==> config.mk <==
export PLATFORM = sky130hd
export DESIGN_NAME = cpu_ctrl_fsm
export DESIGN_NICKNAME = d
export VERILOG_FILES = /design/src/rtl/cpu_ctrl_fsm.sv
export SDC_FILE = /design/constraint.sdc
export NUM_CORES = 1
export LEC_CHECK = 0
export ABC_CLOCK_PERIOD_IN_PS = 1700
export BUFFER_PORTS_ARGS = -buffer_cell sky130_fd_sc_hd__buf_2
export CORE_MARGIN = 5
export CORE_UTILIZATION = 30
export DETAILED_ROUTE_END_ITERATION = 12
export PLACE_DENSITY_LB_ADDON = 0.25
export SYNTH_ARGS = -nofsm -noshare
export SYNTH_HDL_FRONTEND = slang
export SYNTH_SLANG_ARGS = --single-unit
==> constraint.sdc <==
create_clock -name clk -period 1.7 [get_ports clk]
set_input_delay 0.17 -clock clk [delete_from_list [all_inputs] [get_ports clk]]
set_output_delay 0.17 -clock clk [all_outputs]
set_load 0.1 [all_outputs]
==> src/rtl/cpu_ctrl_fsm.sv <==
// ---------------------------------------------------------------------------
// cpu_ctrl_fsm -- multi-cycle control sequencer for the 16-bit CPU datapath.
//
// Walks each instruction through FETCH, DECODE, EXECUTE, MEM and WB, driving
// the register-file write enable, the memory request and the write-back
// select.  It handshakes with a variable-latency shared memory port.
//
// Optional feature macro: CPU_CTRL_PERF_CNT_EN
//   defined   -> cycle_cnt / retired_cnt performance counters are live
//   undefined -> both counters are tied to zero and carry no flops
//
// Ports:
//   clk          in   clock
//   reset        in   synchronous, active-high reset
//   start        in   leave IDLE and begin fetching
//   opcode       in   opcode from the instruction register
//   mem_ack      in   memory completes the current request this cycle
//   mem_req      out  memory request, held until mem_ack
//   mem_we       out  request is a write (ST)
//   addr_sel     out  0 = address from PC, 1 = address from ALU result
//   ir_load      out  capture memory read data into the instruction register
//   pc_inc       out  PC <= PC + 1
//   alu_op       out  opcode presented to the ALU (latched in DECODE)
//   rf_we        out  register-file write enable
//   wb_sel       out  0 = write back ALU result, 1 = memory data
//   busy         out  state is neither IDLE nor HALT
//   halted       out  in HALT
//   illegal_op   out  one-cycle pulse on an undefined opcode
//   cycle_cnt    out  cycles spent while busy
//   retired_cnt  out  instructions completed
// ---------------------------------------------------------------------------
module cpu_ctrl_fsm #(
  parameter int                  OPCODE_W = 6,
  parameter logic [OPCODE_W-1:0] HALT_OP  = 6'h3F,
  parameter int                  CNT_W    = 16
) (
  input  logic                clk,
  input  logic                reset,
  input  logic                start,
  input  logic [OPCODE_W-1:0] opcode,
  input  logic                mem_ack,
  output logic                mem_req,
  output logic                mem_we,
  output logic                addr_sel,
  output logic                ir_load,
  output logic                pc_inc,
  output logic [OPCODE_W-1:0] alu_op,
  output logic                rf_we,
  output logic                wb_sel,
  output logic                busy,
  output logic                halted,
  output logic                illegal_op,
  output logic [CNT_W-1:0]    cycle_cnt,
  output logic [CNT_W-1:0]    retired_cnt
);

  typedef enum logic [2:0] {
    S_IDLE   = 3'd0,
    S_FETCH  = 3'd1,
    S_DECODE = 3'd2,
    S_EXEC   = 3'd3,
    S_MEM    = 3'd4,
    S_WB     = 3'd5,
    S_HALT   = 3'd6
  } state_e;

  localparam logic [OPCODE_W-1:0] OP_ARITH_MAX = OPCODE_W'(7);
  localparam logic [OPCODE_W-1:0] OP_LD        = OPCODE_W'(8);
  localparam logic [OPCODE_W-1:0] OP_ST        = OPCODE_W'(9);

  // Opcode classification helpers.
  function automatic logic is_arith(input logic [OPCODE_W-1:0] op);
    return (op <= OP_ARITH_MAX);
  endfunction

  function automatic logic is_illegal(input logic [OPCODE_W-1:0] op);
    return !(is_arith(op) || (op == OP_LD) || (op == OP_ST) || (op == HALT_OP));
  endfunction

  state_e              state_q, state_d;
  logic [OPCODE_W-1:0] alu_op_q, alu_op_d;
  logic mem_req_q, mem_req_d;
  logic mem_we_q, mem_we_d;
  logic addr_sel_q, addr_sel_d;
  logic rf_we_q, rf_we_d;
  logic wb_sel_q, wb_sel_d;
  logic busy_q, busy_d;
  logic halted_q, halted_d;
  logic illegal_op_q, illegal_op_d;

  // Next-state logic plus Moore output decode of the *next* state, so the
  // registered outputs line up with the state they describe.
  always_comb begin
    state_d  = state_q;
    alu_op_d = alu_op_q;
    case (state_q)
      S_IDLE: begin
        if (start) state_d = S_FETCH;
        else       state_d = S_IDLE;
      end
      S_FETCH: begin
        if (mem_ack) state_d = S_DECODE;
        else         state_d = S_FETCH;
      end
      S_DECODE: begin
        alu_op_d = opcode;
        state_d  = S_EXEC;
      end
      S_EXEC: begin
        if (is_arith(alu_op_q))                              state_d = S_WB;
        else if ((alu_op_q == OP_LD) || (alu_op_q == OP_ST)) state_d = S_MEM;
        else if (alu_op_q == HALT_OP)                        state_d = S_HALT;
        else                                                 state_d = S_FETCH; // illegal: NOP
      end
      S_MEM: begin
        if (mem_ack) begin
          if (alu_op_q == OP_ST) state_d = S_FETCH;  // stores retire on ack
          else                   state_d = S_WB;
        end else begin
          state_d = S_MEM;
        end
      end
      S_WB:    state_d = S_FETCH;
      S_HALT:  state_d = S_HALT;
      default: state_d = S_IDLE;
    endcase

    mem_req_d    = (state_d == S_FETCH) || (state_d == S_MEM);
    mem_we_d     = (state_d == S_MEM) && (alu_op_d == OP_ST);
    addr_sel_d   = (state_d == S_MEM);
    rf_we_d      = (state_d == S_WB);
    wb_sel_d     = (state_d == S_WB) && (alu_op_d == OP_LD);
    busy_d       = (state_d != S_IDLE) && (state_d != S_HALT);
    halted_d     = (state_d == S_HALT);
    illegal_op_d = (state_d == S_EXEC) && is_illegal(alu_op_d);
  end

  // State, latched opcode and registered outputs.
  always_ff @(posedge clk) begin
    if (reset) begin
      state_q      <= S_IDLE;
      alu_op_q     <= {OPCODE_W{1'b0}};
      mem_req_q    <= 1'b0;
      mem_we_q     <= 1'b0;
      addr_sel_q   <= 1'b0;
      rf_we_q      <= 1'b0;
      wb_sel_q     <= 1'b0;
      busy_q       <= 1'b0;
      halted_q     <= 1'b0;
      illegal_op_q <= 1'b0;
    end else begin
      state_q      <= state_d;
      alu_op_q     <= alu_op_d;
      mem_req_q    <= mem_req_d;
      mem_we_q     <= mem_we_d;
      addr_sel_q   <= addr_sel_d;
      rf_we_q      <= rf_we_d;
      wb_sel_q     <= wb_sel_d;
      busy_q       <= busy_d;
      halted_q     <= halted_d;
      illegal_op_q <= illegal_op_d;
    end
  end

  assign mem_req    = mem_req_q;
  assign mem_we     = mem_we_q;
  assign addr_sel   = addr_sel_q;
  assign alu_op     = alu_op_q;
  assign rf_we      = rf_we_q;
  assign wb_sel     = wb_sel_q;
  assign busy       = busy_q;
  assign halted     = halted_q;
  assign illegal_op = illegal_op_q;

  // The fetch strobes must fire in the ack cycle itself, so they are the only
  // combinational outputs; reset still suppresses them.
  assign ir_load = (state_q == S_FETCH) && mem_ack && !reset;
  assign pc_inc  = (state_q == S_FETCH) && mem_ack && !reset;

`ifdef CPU_CTRL_PERF_CNT_EN
  logic [CNT_W-1:0] cycle_cnt_q, cycle_cnt_d;
  logic [CNT_W-1:0] retired_cnt_q, retired_cnt_d;
  logic             retire;

  // Completion events: WB exit, store ack, and the illegal EXECUTE cycle.
  always_comb begin
    retire = 1'b0;
    if (state_q == S_WB) begin
      retire = 1'b1;
    end else if ((state_q == S_MEM) && mem_ack && (alu_op_q == OP_ST)) begin
      retire = 1'b1;
    end else if ((state_q == S_EXEC) && is_illegal(alu_op_q)) begin
      retire = 1'b1;
    end else begin
      retire = 1'b0;
    end
    cycle_cnt_d   = cycle_cnt_q   + {{(CNT_W-1){1'b0}}, busy_q};
    retired_cnt_d = retired_cnt_q + {{(CNT_W-1){1'b0}}, retire};
  end

  // Performance counters; wrap naturally at 2^CNT_W.
  always_ff @(posedge clk) begin
    if (reset) begin
      cycle_cnt_q   <= {CNT_W{1'b0}};
      retired_cnt_q <= {CNT_W{1'b0}};
    end else begin
      cycle_cnt_q   <= cycle_cnt_d;
      retired_cnt_q <= retired_cnt_d;
    end
  end

  assign cycle_cnt   = cycle_cnt_q;
  assign retired_cnt = retired_cnt_q;
`else
  assign cycle_cnt   = {CNT_W{1'b0}};
  assign retired_cnt = {CNT_W{1'b0}};
`endif

endmodule
; ---- Word level (Yosys, flattened, before mapping)
; Cells that the tools add are included.
; W data, S select, Z words.
[totals]
ff_bits = 17
out_inout_bits = 48
elab_cells = 54
[op_classes]
order_cmp = 2
eq_ne = 18
n_mux = 9
reduce_logical = 15
[ops]
columns = cell, n
row1 = $eq A6 B4 Y1 const B, 4
row2 = $pmux W3 S7, 1
row3 = $eq A3 B3 Y1 const B, 6
row4 = $mux W3, 5
row5 = $eq A6 B6 Y1 const B, 2
row6 = $le A6 B3 Y1 const B, 2
row7 = $eq A3 B2 Y1 const B, 3
row8 = $eq A3 B1 Y1 const B, 2
row9 = $logic_and A1 B1 Y1, 6
row10 = $mux W6, 1
row11 = $logic_or A1 B1 Y1, 5
row12 = $logic_not A3 Y1, 1
row13 = $ne A3 B3 Y1 const B, 1
row14 = $reduce_bool A3 Y1, 1
row15 = $logic_not A1 Y1, 2
row16 = $mux W2, 1
row17 = $mux W1, 1

; ---- Logic depth before layout (Yosys ltp)
; Gate-level depths: netlist of the first run.
[depth]
word_depth = 8
depth_mapped = 6

; ---- Least setup slack after synthesis of the first run
; OpenSTA, ideal clock, no wires.
[synth_timing]
path_kind = reg2out
start = register state_q[1]
end = output port pc_inc
arrival_time_ps = 2757
setup_slack_ps = -1227
path_stages_with_launch = 4
cell_sequence = dfxtp_1 > or4bb_2 > nor2_1 > buf_4
[synth_via]
elab_chain_len = 3
[synth_rtl]
columns = element, line
row1 = from (decl), 80  ; state_e state_q, state_d;
row2 = from (signal assigned), 152  ; state_q <= state_d;
row3 = $eq A3 B1 Y1, --
row4 = $logic_and A1 B1 Y1 (2 in a row), --
row5 = to (decl), 46  ; output logic pc_inc,
; Every way passes these cells.

; ---- Final worst setup path of the first run
[layout_timing]
start = register state_q[1]
end = output port ir_load
[layout_via]
elab_chain_len = 3
[layout_rtl]
columns = element, line
row1 = $eq A3 B1 Y1, 177  ; assign ir_load = (state_q == S_FETCH) && mem_ack && !reset;
row2 = $logic_and A1 B1 Y1 (2 in a row), 177
row3 = to (decl), 45  ; output logic ir_load,
; Every way passes these cells.

==> results of run 1 <==
-- where the power goes --
group / switching (W) / internal (W) / total, W / leakage (nW)
Combinational: 0.000516 / 0.000113 / 0.000629 / 0.448
Clock: 0.000119 / 0.0000909 / 0.000210 / 0.0150
Sequential: 0.0000134 / 0.000412 / 0.000426 / 0.144
-- cell families (layout without fill, tap and decap cells) --
logic type,count (synthesis),after routing
AO/OA/AOI/OAI,12,12
buffers and inverters,36,46
flip-flops,17,17
multiplexers,7,7
other,1,32
AND/OR/NAND/NOR,38,38
-- per-layer routing --
metal,up-vias,wire length [um],track usage [%]
met3,2,204,2.496
met2,35,1085,17.98
li1,410,-,-
met5,-,0,0
met4,0,8,2.278
met1,383,1000,11.74
-- cell type report --
class                      instances  area [sq um]
fill                             335          1959
multi-input combinational         89         580.6
sequential                        17         366.6
timing repair buffer              41         290.3
tap                               46         57.56
clock buffer                       4         26.28
inverter                           1         3.754
-- cells in the mapped netlist --
master                      count
sky130_fd_sc_hd__a211oi_1       1
sky130_fd_sc_hd__a21oi_1        2
sky130_fd_sc_hd__a2bb2oi_1      2
sky130_fd_sc_hd__a311oi_1       1
sky130_fd_sc_hd__and3_1         1
sky130_fd_sc_hd__and4b_1        2
sky130_fd_sc_hd__buf_4         33
sky130_fd_sc_hd__buf_6          1
sky130_fd_sc_hd__clkbuf_1       1
sky130_fd_sc_hd__conb_1         1
sky130_fd_sc_hd__dfxtp_1       17
sky130_fd_sc_hd__inv_1          1
sky130_fd_sc_hd__mux2i_1        7
sky130_fd_sc_hd__nand2_1        2
sky130_fd_sc_hd__nand2b_1       1
sky130_fd_sc_hd__nand3b_1       1
sky130_fd_sc_hd__nand4_1        1
sky130_fd_sc_hd__nand4b_1       1
sky130_fd_sc_hd__nor2_1        14
sky130_fd_sc_hd__nor2b_1        2
sky130_fd_sc_hd__nor3_1         1
sky130_fd_sc_hd__nor3b_1        2
sky130_fd_sc_hd__nor3b_2        1
sky130_fd_sc_hd__nor4_1         3
sky130_fd_sc_hd__nor4b_1        2
sky130_fd_sc_hd__o21a_1         1
sky130_fd_sc_hd__o21ai_0        2
sky130_fd_sc_hd__o311ai_0       1
sky130_fd_sc_hd__o311ai_1       1
sky130_fd_sc_hd__o32ai_1        1
sky130_fd_sc_hd__or2_2          1
sky130_fd_sc_hd__or3_1          1
sky130_fd_sc_hd__or4_1          1
sky130_fd_sc_hd__or4bb_2        1
-- how the worst min path moves through the flow --
stage | startpoint | end | cells past startpoint
6_report | opcode[1] | alu_op[1] | 3
5_1_grt | opcode[2] | alu_op[2] | 3
4_1_cts | opcode[2] | alu_op[2] | 3
3_5_place_dp | opcode[2] | alu_op[2] | 3
3_3_place_gp | opcode[1] | alu_op[1] | 3
2_1_floorplan | reset | halted | 1
-- per-stage QoR --
step           setup WS (ns)  instance area, sq um  cells
2_1_floorplan        -0.1576                  1162    142
3_3_place_gp         -0.1250                  1190    190
3_5_place_dp         -0.1490                  1190    190
4_1_cts              -0.1929                  1286    197
5_1_grt              -0.2468                  1325    198
6_report             -0.1815                  1325    198
-- state kept, by name (all words and copies together), names as in the netlist --
| register | cells |
|---|---|
| illegal_op | 1 |
| alu_op | 6 |
| mem_req | 1 |
| halted | 1 |
| mem_we | 1 |
| wb_sel | 1 |
| addr_sel | 1 |
| state_q | 3 |
| rf_we | 1 |
| busy | 1 |
-- what timing repair did --
action                                  CTS  global route
hold buffers                              0             0
endpoints found under the setup margin    6             8
setup buffers                             3             1
pin swaps                                 3             1
gates resized for setup                  11             6
-- tightest hold or removal path: cells and delay by family --
kind,cells,cell delay (ns)
and+or+nand+nor,1,0.08
buffers and inverters,1,0.10
muxes,1,0.07
==> summary.log, run 1 <==
INFO  pwr            power_leakage=0.6070nW
INFO  yosys          synthesized_instance_count=111
INFO  floorplanning  die_width=67.66um
INFO  yosys          synth-warning-count=0
INFO  timing         setup_tns=-0.4288ns
INFO  timing         finalSetupViolations=5
INFO  layout         num-nets-final=163
INFO  clock_tree     clk_latency=0.28ns
INFO  worst_hold_path min_path_type=in2reg
INFO  yosys          yosys.area_share.simple=22.96%
INFO  timing         rsz0062_at_grt=yes
INFO  critical_path  cells_traversed_along_the_worst_timing_path=buf_6 -> or4bb_4 -> buf_6 -> nor2_4 -> buf_12
INFO  critical_path  worst-setup-path-type=reg2out
INFO  status         violated_checks=negative setup slack
INFO  clock_tree     clock-root-buffer=sky130_fd_sc_hd__clkbuf_4
INFO  global_route   largest_net_degree_at_the_start_of_global_routing=16
INFO  critical_path  timing.reg2reg.worst_path_depth=6
INFO  layout         commonest_non_fill_non_tap_cell_in_the_layout=sky130_fd_sc_hd__conb_1
INFO  clock_tree     htree_levels=1
INFO  pwr            power_density=954.5nW/um^2
INFO  critical_path  critical_path.most_common_cell=sky130_fd_sc_hd__buf_6
INFO  global_route   grt_first_pass_wirelength=3.519mm
INFO  critical_path  cp_slowest_cell=sky130_fd_sc_hd__or4bb_4
INFO  yosys          post_synth_xor_area_fraction=0%
INFO  global_route   global_route.overflow_total=0
INFO  timing         min_period_over_period=110.7%
INFO  critical_path  start_kind=flop
INFO  timing         hold_viol=0
INFO  critical_path  critical_path_arrival=1.71ns
INFO  critical_path  timing.critical_path.slowest_cell_delay=0.53ns
INFO  floorplanning  core_region_area=3284squm
INFO  layout         leading_cell_types_in_the_layout_fill_and_taps_excluded=sky130_fd_sc_hd__conb_1, sky130_fd_sc_hd__buf_2, sky130_fd_sc_hd__nor2_1, sky130_fd_sc_hd__buf_4, sky130_fd_sc_hd__dfxtp_1
INFO  clock_tree     cts-buffers-inserted=3
INFO  critical_path  rr_startpoint=state_q[0]
INFO  yosys          synth-compound-area-share=8.783%
INFO  timing         achievable-frequency=531.5MHz
INFO  route          route.vias.total=830
INFO  status         status=finished, violations left
INFO  critical_path  setup.worst_path.end=ir_load
INFO  placement      placement.io_buffers=25
INFO  timing         final.setup.worst_slack=-0.1815ns
INFO  timing         final.setup_skew=0.006283ns
INFO  placement      place.detailed.hpwl=1.793mm
INFO  critical_path  critical_path_sink_type=output pin
INFO  yosys          mux_share_of_post_synthesis_cell_area=7.026%
INFO  yosys          post_synth_main_area_contributors=sky130_fd_sc_hd__dfxtp_1, sky130_fd_sc_hd__buf_4, sky130_fd_sc_hd__mux2i_1
INFO  route          ant_nets=0
INFO  pwr            design_power_total=0.001265W
INFO  route          detailedRoute.firstIterationViolations=50
INFO  yosys          synth_top_family_by_area=buffers and inverters
INFO  critical_path  critical_path_peak_fanout=2
INFO  global_route   grt_pass1_vias=791
INFO  placement      final_weighted_congestion_in_routability_driven_placement=0.8499
INFO  yosys          synth.ff_latch_count=17
INFO  global_route   antenna_found_initial=0
INFO  floorplanning  pin_count=58
INFO  timing         fin_worst_hold_slack=0.1685ns
INFO  yosys          synth_top_area_share=34.13%
INFO  layout         antenna-diode-count=0
INFO  critical_path  worst-endpoint-required=1.53ns
INFO  yosys          synth.yosys.seq_area_share=34.13%
INFO  clock_tree     tritoncts_clock_tree=done
INFO  critical_path  ff2ff_setup_slack=-0.05ns
INFO  route          first_pass_iters=4
INFO  yosys          netlist-cell-type-count=34
INFO  route          routedWlPerCell=11.61um
INFO  critical_path  critical_path_buf_inv_count=3
INFO  layout         layout.core_utilization=40.34%
INFO  yosys          synth.avg_cell_area=8.984squm
INFO  critical_path  timing.critical_path.depth=5
INFO  layout         layout-drive-gt1-share=43.42%
INFO  floorplanning  die_h=67.66um
INFO  yosys          total_standard_cell_area_after_synthesis=997.2squm
INFO  route          post_drt_via_cell_ratio=4.192
INFO  clock_tree     cts_max_path_buffers=2
INFO  floorplanning  fp-row-count=21
INFO  critical_path  startpoint=state_q[1]
INFO  yosys          synth_top_cell_by_area=sky130_fd_sc_hd__dfxtp_1
INFO  job            drv.max_cap_violation_count=0
INFO  route          drc=0
INFO  critical_path  critical_path.reg2reg.endpoint=illegal_op
INFO  route          drt_wl_total=2.298mm
INFO  floorplanning  initial_utilization=30.36%
INFO  clock_tree     cts.sinks=17
INFO  timing         maxSlewViolCount=0
INFO  pwr            ir_worst_vdd=0.0003471V
INFO  floorplanning  die_area=4577squm
INFO  clock_tree     clk_pin_slew=0.10ns
INFO  yosys          synth-adder-area-share=0%
INFO  timing         period_needed=1.881ns
INFO  global_route   groute.usage.overall=9.986%
INFO  layout         layout-area-overhead-vs-synth=32.87%
INFO  critical_path  path_delay_family=simple AND/OR/NAND/NOR gates
No activity file was read; power rests on OpenSTA's default activity.
==> run 2: changes to the inputs <==
Settings changed: CORE_ASPECT_RATIO set to 0.8.
==> summary.log, run 2 (synthesized netlist as in run 1, its figures left out) <==
INFO  status         status=finished, violations left
INFO  status         violated_checks=negative setup slack
INFO  clock_tree     postCtsHoldBufs=0
INFO  pwr            share_comb_of_total_power=46.3%
INFO  route          drc=0
INFO  clock_tree     cts-buffers-inserted=3
INFO  timing         finalSetupViolations=5
INFO  layout         commonest_non_fill_non_tap_cell_in_the_layout=sky130_fd_sc_hd__conb_1
INFO  clock_tree     cts_max_path_buffers=2
INFO  timing         min_period_over_period=108.6%
INFO  pwr            power_density=1018nW/um^2
INFO  floorplanning  initial_utilization=31.63%
INFO  pwr            clock_power_share=22.0%
INFO  timing         final.setup.worst_slack=-0.1460ns
INFO  route          drt_wl_total=2.393mm
INFO  global_route   antenna_found_initial=0
INFO  layout         layout-drive-gt1-share=43.42%
INFO  job            drv.max_cap_violation_count=0
INFO  layout         num-nets-final=163
INFO  pwr            power_leakage=0.6150nW
INFO  clock_tree     clk_pin_slew=0.07ns
INFO  route          ant_nets=0
INFO  layout         leading_cell_types_in_the_layout_fill_and_taps_excluded=sky130_fd_sc_hd__conb_1, sky130_fd_sc_hd__buf_2, sky130_fd_sc_hd__nor2_1, sky130_fd_sc_hd__buf_4, sky130_fd_sc_hd__dfxtp_1
INFO  route          route.vias.total=857
INFO  clock_tree     tritoncts_clock_tree=done
INFO  floorplanning  fp-row-count=18
INFO  critical_path  worst-setup-path-type=reg2out
INFO  clock_tree     htree_levels=1
INFO  global_route   global_route.overflow_total=0
INFO  global_route   groute.usage.overall=9.778%
INFO  layout         largest_register_ff_count=6
INFO  critical_path  critical_path_sink_type=output pin
INFO  route          post_drt_via_cell_ratio=4.464
INFO  floorplanning  die_h=61.57um
INFO  route          first_pass_iters=4
INFO  critical_path  ff2ff_setup_slack=-0.07ns
INFO  clock_tree     clock-root-buffer=sky130_fd_sc_hd__clkbuf_8
INFO  floorplanning  die_area=4584squm
INFO  pwr            power_report.internal_total=0.0006866W
INFO  placement      placed_cells=187
INFO  timing         rsz0062_at_grt=yes
INFO  global_route   grt_first_pass_wirelength=3.360mm
INFO  pwr            ir_worst_vdd=0.0003833V
INFO  timing         max_slew_headroom=65.08%
INFO  critical_path  rr_startpoint=state_q[1]
INFO  placement      placement.io_buffers=25
INFO  layout         antenna-diode-count=0
INFO  placement      final_weighted_congestion_in_routability_driven_placement=0.8468
INFO  clock_tree     cts.sinks=17
INFO  layout         layout-area-overhead-vs-synth=32.87%
INFO  timing         hold_viol=0
INFO  route          detailedRoute.firstIterationViolations=20
INFO  floorplanning  core_region_area=3153squm
INFO  worst_hold_path min_path_type=in2reg
INFO  timing         achievable-frequency=541.7MHz
INFO  floorplanning  die_width=74.46um
INFO  critical_path  critical_path_arrival=1.68ns
INFO  critical_path  startpoint=state_q[1]
INFO  placement      place.detailed.hpwl=1.847mm
INFO  timing         fin_worst_hold_slack=0.2204ns
INFO  timing         maxSlewViolCount=0
INFO  worst_hold_path worst_hold_startpoint=opcode[2]
INFO  pwr            netSwitchingFraction=49.07%
INFO  route          routedWlPerCell=12.46um
INFO  global_route   grt_pass1_vias=809
INFO  timing         period_needed=1.846ns
INFO  pwr            netSwitchingPower=0.0006616W
INFO  critical_path  critical_path_peak_fanout=2
INFO  layout         final_cells=192
INFO  layout         n_fill_cell=328
INFO  critical_path  start_kind=flop
INFO  floorplanning  pin_count=58
INFO  global_route   largest_net_degree_at_the_start_of_global_routing=16
INFO  pwr            sequentialPowerShare=31.6%
INFO  timing         final.setup_skew=0.005051ns
INFO  clock_tree     clk_latency=0.25ns
INFO  critical_path  worst-endpoint-required=1.53ns
INFO  timing         worstMarginPinSlew=0.5092ns
[run 2: worst max-delay path, cell delays in order (launching register included)]
cell and delay [ns]:
sky130_fd_sc_hd__dfxtp_2 0.32, sky130_fd_sc_hd__buf_6 0.11, sky130_fd_sc_hd__or4bb_4 0.54, sky130_fd_sc_hd__buf_6 0.14, sky130_fd_sc_hd__nor2_4 0.13, sky130_fd_sc_hd__buf_12 0.19
[run 2: routing by layer]
| metal | wire, um | part of all wire, % | track usage, % | vias to the layer above |
|---|---|---|---|---|
| li1 | - | - | - | 412 |
| met1 | 927 | 39 | 10.20 | 397 |
| met2 | 1239 | 52 | 18.27 | 46 |
| met3 | 210 | 8.8 | 2.773 | 2 |
| met4 | 14 | 0.59 | 4.569 | 0 |
| met5 | 0 | 0 | 0 | - |
[run 2: what timing repair did]
action,4_1_cts,5_1_grt
hold endpoints to repair,0,0
setup endpoints to repair,5,9
pin swaps,2,0
resized for setup,11,3
buffers inserted,1,0
[run 2: path summary, 6_finish.rpt]
| kind | endpoint | cells past startpoint |
|---|---|---|
| setup / recovery | ir_load | 5 |
| hold / removal | alu_op[2] | 3 |
| setup reg to reg | illegal_op | 6 |
| hold reg to reg | alu_op[2] | 2 |
[run 2: area by class of cell]
class | count | area [sq um] | area share [%]
sequential | 17 | 366.6 | 27.67
clock inverter | 1 | 5.005 | 0.3777
tap | 40 | 50.05 | 3.777
inverter | 1 | 3.754 | 0.2833
multi-input combinational | 89 | 568.0 | 42.87
timing repair buffer | 41 | 290.3 | 21.91
clock buffer | 3 | 41.29 | 3.116
[run 2: power by group through the flow]
| stage | Clock [W] | Sequential (W) | Combinational (W) |
|---|---|---|---|
| 6_report | 0.000297 | 0.000426 | 0.000625 |
| 2_1_floorplan | 0 | 0.000534 | 0.000465 |
| 4_1_cts | 0.000306 | 0.000426 | 0.000616 |
| 3_3_place_gp | 0 | 0.000433 | 0.000597 |
| 3_5_place_dp | 0 | 0.000434 | 0.000598 |
| 5_1_grt | 0.000322 | 0.000428 | 0.000646 |
[run 2: stage by stage]
step           utilization (%)  worst slack (ns)  cell area (sq um)  TNS, ns   power, W
2_1_floorplan                -           -0.1576               1162  -0.1828  0.0009988
3_3_place_gp             38.21          -0.07442               1205  -0.1519   0.001030
3_5_place_dp             38.21           -0.1282               1205  -0.3614   0.001032
4_1_cts                  41.43           -0.1455               1306  -0.4077   0.001348
5_1_grt                  42.02           -0.2054               1325   -1.021   0.001397
6_report                 42.02           -0.1460               1325  -0.4882   0.001348
